`src/rtl/ctrl_pipe_pkg.sv`:
```
// Shared definitions for the control-word pipeline: word layout, bubble word and FSM states.
package ctrl_pipe_pkg;
  localparam int CTRL_CW     = 13;

  // Field layout, LSB first: dmem_en, size, rw, s_bit, bl, load, alu_op[3:0], rf_en, am[1:0]
  localparam int DMEM_EN_BIT = 0;
  localparam int SIZE_BIT    = 1;
  localparam int RW_BIT      = 2;
  localparam int S_BIT       = 3;
  localparam int BL_BIT      = 4;
  localparam int LOAD_BIT    = 5;
  localparam int ALU_OP_LSB  = 6;
  localparam int ALU_OP_W    = 4;
  localparam int RF_EN_BIT   = 10;
  localparam int AM_LSB      = 11;
  localparam int AM_W        = 2;

  localparam logic [CTRL_CW-1:0] BUBBLE_WORD_DEF = '0;

  typedef enum logic {
    RUN    = 1'b0,
    BUBBLE = 1'b1
  } pipe_state_e;
endpackage

```
`src/rtl/ctrl_stage_reg.sv`:
```
// One control pipeline stage: {valid, word} register with async clear, sync clear and load.
module ctrl_stage_reg #(
  parameter int                 DATA_W   = 14,
  parameter logic [DATA_W-1:0]  CLR_WORD = '0
) (
  input  logic              clk,
  input  logic              rst_n,
  input  logic              load_i,
  input  logic              sclr_i,
  input  logic [DATA_W-1:0] d_i,
  output logic [DATA_W-1:0] q_o
);

  logic [DATA_W-1:0] q_q;

  always_ff @(posedge clk or negedge rst_n) begin
    if (!rst_n) begin
      q_q <= CLR_WORD;
    end else if (sclr_i) begin
      q_q <= CLR_WORD;
    end else if (load_i) begin
      q_q <= d_i;
    end
  end

  assign q_o = q_q;

endmodule

```
`src/rtl/ctrl_bubble_pipe.sv`:
```
// EX/MEM/WB control-word pipeline with programmable stall bubbles, branch flush and bubble statistics.
module ctrl_bubble_pipe
  import ctrl_pipe_pkg::*;
#(
  parameter int                 CW          = CTRL_CW,
  parameter int                 STAGES      = 3,
  parameter int                 MAX_STALL   = 3,
  parameter logic [CW-1:0]      BUBBLE_WORD = CW'(BUBBLE_WORD_DEF),
  parameter logic [STAGES-1:0]  FLUSH_MASK  = STAGES'(1),
  parameter int                 SCW         = $clog2(MAX_STALL + 1)
) (
  input  logic                 clk,
  input  logic                 rst_n,
  input  logic [CW-1:0]        ctrl_in,
  input  logic                 valid_in,
  input  logic                 stall_req,
  input  logic [SCW-1:0]       stall_cycles,
  input  logic                 flush_req,
  output logic [STAGES*CW-1:0] ctrl_out,
  output logic [STAGES-1:0]    valid_out,
  output logic                 hold_front,
  output logic [15:0]          bubble_cnt
);

  localparam logic [SCW-1:0] MAX_N = SCW'(MAX_STALL);

  pipe_state_e    state_q;
  logic [SCW-1:0] cnt_q;
  logic [SCW-1:0] stall_n;
  logic [15:0]    bubble_cnt_q;
  logic [15:0]    bubble_cnt_d;
  logic           stall_start;
  logic           bubble_now;
  logic [CW:0]    stage_q [STAGES];

  assign stall_n     = (stall_cycles > MAX_N) ? MAX_N : stall_cycles;
  assign stall_start = (state_q == RUN) && stall_req && (stall_cycles != '0);
  // Flush wins over any stall, so it also releases the front end in the same cycle.
  assign bubble_now  = !flush_req && (stall_start || (state_q == BUBBLE));
  assign hold_front  = bubble_now;

  assign bubble_cnt_d = (bubble_now && (bubble_cnt_q != 16'hFFFF)) ? bubble_cnt_q + 16'd1
                                                                    : bubble_cnt_q;

  always_ff @(posedge clk or negedge rst_n) begin
    if (!rst_n) begin
      state_q      <= RUN;
      cnt_q        <= '0;
      bubble_cnt_q <= '0;
    end else begin
      bubble_cnt_q <= bubble_cnt_d;
      if (flush_req) begin
        state_q <= RUN;
        cnt_q   <= '0;
      end else begin
        case (state_q)
          RUN: begin
            if (stall_start && (stall_n > SCW'(1))) begin
              cnt_q   <= stall_n - SCW'(1);
              state_q <= BUBBLE;
            end
          end
          BUBBLE: begin
            cnt_q <= cnt_q - SCW'(1);
            if (cnt_q == SCW'(1)) state_q <= RUN;
          end
          default: state_q <= RUN;
        endcase
      end
    end
  end

  assign bubble_cnt = bubble_cnt_q;

  for (genvar i = 0; i < STAGES; i++) begin : g_stage
    logic [CW:0] d;
    logic        sclr;

    if (i == 0) begin : g_head
      assign d    = {valid_in, ctrl_in};
      assign sclr = flush_req | bubble_now;
    end else begin : g_tail
      assign d    = stage_q[i-1];
      assign sclr = flush_req & FLUSH_MASK[i];
    end

    ctrl_stage_reg #(
      .DATA_W   (CW + 1),
      .CLR_WORD ({1'b0, BUBBLE_WORD})
    ) u_reg (
      .clk    (clk),
      .rst_n  (rst_n),
      .load_i (1'b1),
      .sclr_i (sclr),
      .d_i    (d),
      .q_o    (stage_q[i])
    );

    assign ctrl_out[i*CW +: CW] = stage_q[i][CW-1:0];
    assign valid_out[i]         = stage_q[i][CW];
  end

endmodule
```
`config.mk`:
```
export PLATFORM = sky130hd
export DESIGN_NAME = ctrl_bubble_pipe
export DESIGN_NICKNAME = d
export VERILOG_FILES = /design/src/rtl/ctrl_pipe_pkg.sv /design/src/rtl/ctrl_stage_reg.sv /design/src/rtl/ctrl_bubble_pipe.sv
export SDC_FILE = /design/constraint.sdc
export NUM_CORES = 1
export LEC_CHECK = 0
export BUFFER_PORTS_ARGS = -buffer_cell sky130_fd_sc_hd__buf_2
export CAP_MARGIN = 20
export CORE_ASPECT_RATIO = 0.9
export CORE_UTILIZATION = 44
export CTS_BUF_LIST = sky130_fd_sc_hd__clkbuf_16
export DETAILED_ROUTE_END_ITERATION = 8
export PLACE_DENSITY = 0.69
export SKIP_LAST_GASP = 1
export SLEW_MARGIN = 20
export SYNTH_ARGS = -nofsm -noshare
export SYNTH_HDL_FRONTEND = slang
export SYNTH_HIERARCHICAL = 1
export SYNTH_SLANG_ARGS = --single-unit
```
`constraint.sdc`:
```
create_clock -name clk -period 2.05 [get_ports clk]
set_input_delay 0.1025 -clock clk [delete_from_list [all_inputs] [get_ports clk]]
set_output_delay 0.1025 -clock clk [all_outputs]
set_load 0.01 [all_outputs]
```
# == Yosys cells after proc, flatten, opt, wreduce, memory -nomap -nowiden ==
# Index checks and enable logic that the tools add are counted.
# op_classes
addsub,3
mul,0
div_mod_pow,0
order_cmp,2
n_eq_ne,3
n_shift,0
mux,9
bitwise_logic,2
n_reduce_logical,8
# op_table
op,n
adder 16 x 1 -> 16 bit (second input constant),1
inequality test 16 bit (second input constant),1
2-to-1 mux 14 bit,1
2-to-1 mux 2 bit,3
logical AND 1 bit,5
one-hot mux 2 bit (2 select lines),1
subtractor 2 x 1 -> 2 bit (second input constant),2
2-to-1 mux 1 bit,3
inequality test 3 x 2 -> 1 bit (second input constant),1
== test 2 x 1 -> 1 bit (second input constant),1
greater-than comparator 2 x 1 -> 1 bit (second input constant),1
greater-than comparator 2 bit (second input constant),1
one-hot mux 1 bit (2 select lines),1
nonzero test 2 bit,1
zero test 1 bit,1
logical OR 1 bit,1
NOT 1 bit,1
bitwise OR 1 bit,1
# word_totals
regBits,61
latch_bits,0
ramBits,0
rom_bits,0
input_bits,20
out_inout_bits,59
elab_cells,33
n_memories,0

# == Depth between registers and ports, before layout ==
# logic_depth
depth_word,7
ltp_mapped,7
ltp_nobuf,7

# == Hierarchy ==
# The synthesis kept the hierarchy.
# by_module_without_submodules
module,instances,cells_each,area_each_um2,seq_area_each_um2
ctrl_stage_reg,3,45,578.1,350.3
ctrl_bubble_pipe,1,99,1044.8,475.5

# == Least setup slack after synthesis ==
# No wires, ideal clock.
# synth_timing
path_type,register -> register
from,"reg bubble_cnt_q[0], in the netlist bubble_cnt[0]"
to,"reg bubble_cnt_q[1], in the netlist bubble_cnt[1]"
arrival_time_ns,1.668
required_ns,1.925
path_slack_ns,0.257
path_stages_with_launch,6
synth_period_minus_slack_ns,1.793
path_cell_list,dfrtp_1 ha_1 nand3_1 nor4_4 nor2_2 mux2_4
# synth_between
elab_chain_cells,2
word_cells_on_any_way,3
# synth_rtl
item,line_no,source
"start, declared",ctrl_bubble_pipe.sv:30,logic [15:0] bubble_cnt_q;
"start signal, assigned",ctrl_bubble_pipe.sv:51,bubble_cnt_q <= bubble_cnt_d;
"parallel branches: the longest is 2 deep, another holds adder 16 x 1 -> 16 bit",-,
# Several ways; the timed one is not identified.
# A chain may end at the register's enable or synchronous reset.

# == Worst setup path in the final report ==
# layout_timing
from,"reg bubble_cnt_q[0], in the netlist bubble_cnt[0]"
to,"reg bubble_cnt_q[15], in the netlist bubble_cnt[15]"
# Same word-level chain as after synthesis.

==> flow_summary.toml <==
[final_layout]
post-route-cell-area_um2 = 3610
drive_above_1_share_pct = 30.7
synthToLayoutAreaGrowth_pct = 29.8
antenna_cells = 0
final_nets = 354
instances_no_fill = 422

[job]
cap_violations = 0

[detailed_routing]
ant_nets = 0
avgViaCountPerCell = 4.80
wl_per_cell_um = 12.9
route.detailed.drc = 0
drtIter0Drc = 88
drt_pre_antenna_iters = 4
wl_um = 5450
vias = 2024

[worst_setup_path]
regToRegSetupSlack_ns = 0.35
critical-path-slowest-cell = "dfrtp_1"
crit_path_start = "bubble_cnt[0]"
critPathLaunchType = "flip-flop"
arrival_ns = 1.88
cp-end-kind = "flip-flop"
worstPathMaxFanout = 6
timing.rr.start = "bubble_cnt[0]"
worstReg2RegEnd = "bubble_cnt[15]"
max_stage_delay_ns = 0.39
crit_required_ns = 2.23
path_cells = "ha_1, nand3_1, nor4_4, buf_4, nor4_1, xor2_1"
crit_type = "reg -> reg"
r2r_cells = 6

[synth]
ys_warn_count = 6
synth-edff-count = 0
syn_area_per_cell_um2 = 11.9
yosys.area.top_type = "dfrtp_1"
synthCells = 234
ys_async_sr_fraction_pct = 100
seq_area_frac_synth_pct = 54.9
yosys-top-cells-count = "61 x dfrtp_1, 46 x mux2i_1, 45 x nor2_1"
yosysMostFrequentCell = "dfrtp_1"
ys_types = 38
netlist_top_cells_area = "dfrtp_1 55%, mux2i_1 17%, nor2_1 6.1%, xor2_1 3.5%, buf_12 2.2%"
synth_area_um2 = 2780
ys_ff_latch = 61
synth_top_area_share_pct = 54.9
synth_flop_cell = "dfrtp_1"

[timing]
timing.final.crit_share_pct = 83.0
worstMarginPinSlew_ns = 0.622
drv_slew = 0
maxSlewHeadroom_pct = 58.4
fin_skew_ns = 0.00296
final_hold_viol_count = 0
clock.fmax_mhz = 588
fin_setup_tns_ns = 0
min_period_ns = 1.70
grt_setup_unrepaired = "no"
layout_setup_ws_ns = 0.348
finalSetupViolations = 0
whs_ns = 0.0231

[hold_path]
hold_end = "cnt_q[0]"
min_path_cells = 2
hold_path.class = "in -> reg"
worstHoldStart = "flush_req"

[clock_tree]
cts_tree = "built"
htreeDepth = 3
clk_latency_ns = 0.31
post-cts-setup-buffers = 0
path_clk_slew_ns = 0.05
clk_path_buf_depth = 2
cts_buffers = 9
root_buffer = "clkbuf_16"
cts_num_sinks = 61

[place]
dpl.hpwl_um = 3990
place_congestion = 0.849
dpl_cell_area_um2 = 3260
placedCellCount = 405
place.port_buffers = 78
dp_slack_ns = 0.358

[global_route]
grt_usage_pct = 18.1
grt_pass1_wl_um = 9170
grt_max_degree = 37
grt_overflow = 0
grt_antenna_before_repair = 0
grt_pass1_vias = 1885

[floorplan]
die_w_um = 85.8
die_h_um = 77.4
core_um2 = 6110
rows = 27
die_area_um2 = 6640
start_util_pct = 45.4
ios = 79

[status]
outcome = "finished, final reports clean"

[power_and_ir_drop]
power_leakage_nw = 1.97
powerDensity_nw_per_um2 = 1030
ir_worst_vdd_mv = 0.826
[logic make-up (layout without fill, tap and decap cells)]
group	count (synthesis)	in the layout	share of synthesized area (%)
mux	47	47	17.1
simple gates	81	81	14.7
fa+ha+maj	4	4	1.80
flops	61	61	54.9
buf+inv	15	105	4.59
other cells	2	13	0.270
xor+xnor	11	11	3.47
compound gates	13	13	3.11
[stage by stage]
| step | util, % | total power, mW |
|---|---|---|
| 2_1_floorplan | - | 1.81 |
| 3_3_place_gp | 53.3 | 2.03 |
| 3_5_place_dp | 53.3 | 2.04 |
| 4_1_cts | 59.0 | 3.75 |
| 5_1_grt | 59.0 | 3.92 |
| 6_report | 59.0 | 3.73 |
[how the worst max path moves through the flow]
stage	endpoint	slack (ns)	cells past startpoint
detailed placement	bubble_cnt[11]	0.36	6
floorplan	bubble_cnt[1]	0.26	5
finish	bubble_cnt[15]	0.35	6
CTS	bubble_cnt[11]	0.36	6
global placement	bubble_cnt[15]	0.44	5
global route	bubble_cnt[11]	0.24	6
[flip-flops by register name (all words and copies together), names as in the netlist]
name / cells
g_stage.u_reg/q_o: 42
bubble_cnt: 16
cnt_q: 2
state_q: 1
[cells in the final DEF (no fill, tap or decap), types with 4 or more instances in the layout]
cell type	instances
clkbuf_16	9
xor2_1	11
buf_2	78
dfrtp_1	61
ha_1	4
nand2_1	7
nor3_1	4
conb_1	13
mux2i_1	46
inv_1	5
a21oi_1	4
nor4_1	7
nor2_1	45
[critical path, delay by kind of cell, from the launching register on]
kind          cells  cell delay (ns)
xor+xnor          1             0.15
fa+ha+maj         1             0.22
buf+inv           1             0.21
flops             1             0.39
simple gates      3             0.60
[per-layer routing]
metal / global-route usage [%] / vias up / share of wire [%] / wire, µm
met4: 4.50 / 0 / 0.42 / 23
met1: 25.4 / 973 / 51 / 2790
met5: 0 / - / 0 / 0
met2: 26.6 / 57 / 44 / 2380
met3: 6.60 / 2 / 4.8 / 260
li1: - / 992 / - / -
[timing repair]
action / CTS / global route
hold endpoints to repair: 25 / 0
resized for setup: 0 / 0
hold buffers: 1 / 0
[power breakdown]
part           total [mW]  switching (mW)  internal (mW)
Clock                1.70           0.517           1.18
Sequential           1.47           0.149           1.32
Combinational       0.563           0.311          0.252
Total                3.73           0.977           2.75
[final cells by class]
type | instances | area, µm²
Timing Repair Buffer | 83 | 443
Sequential cell | 61 | 1530
Clock buffer | 9 | 225
Clock inverter | 7 | 115
Inverter | 6 | 22.5
Fill cell | 520 | 2510
Multi-Input combinational cell | 169 | 1170
Tap cell | 87 | 109
No activity file was read; power rests on OpenSTA's default activity.
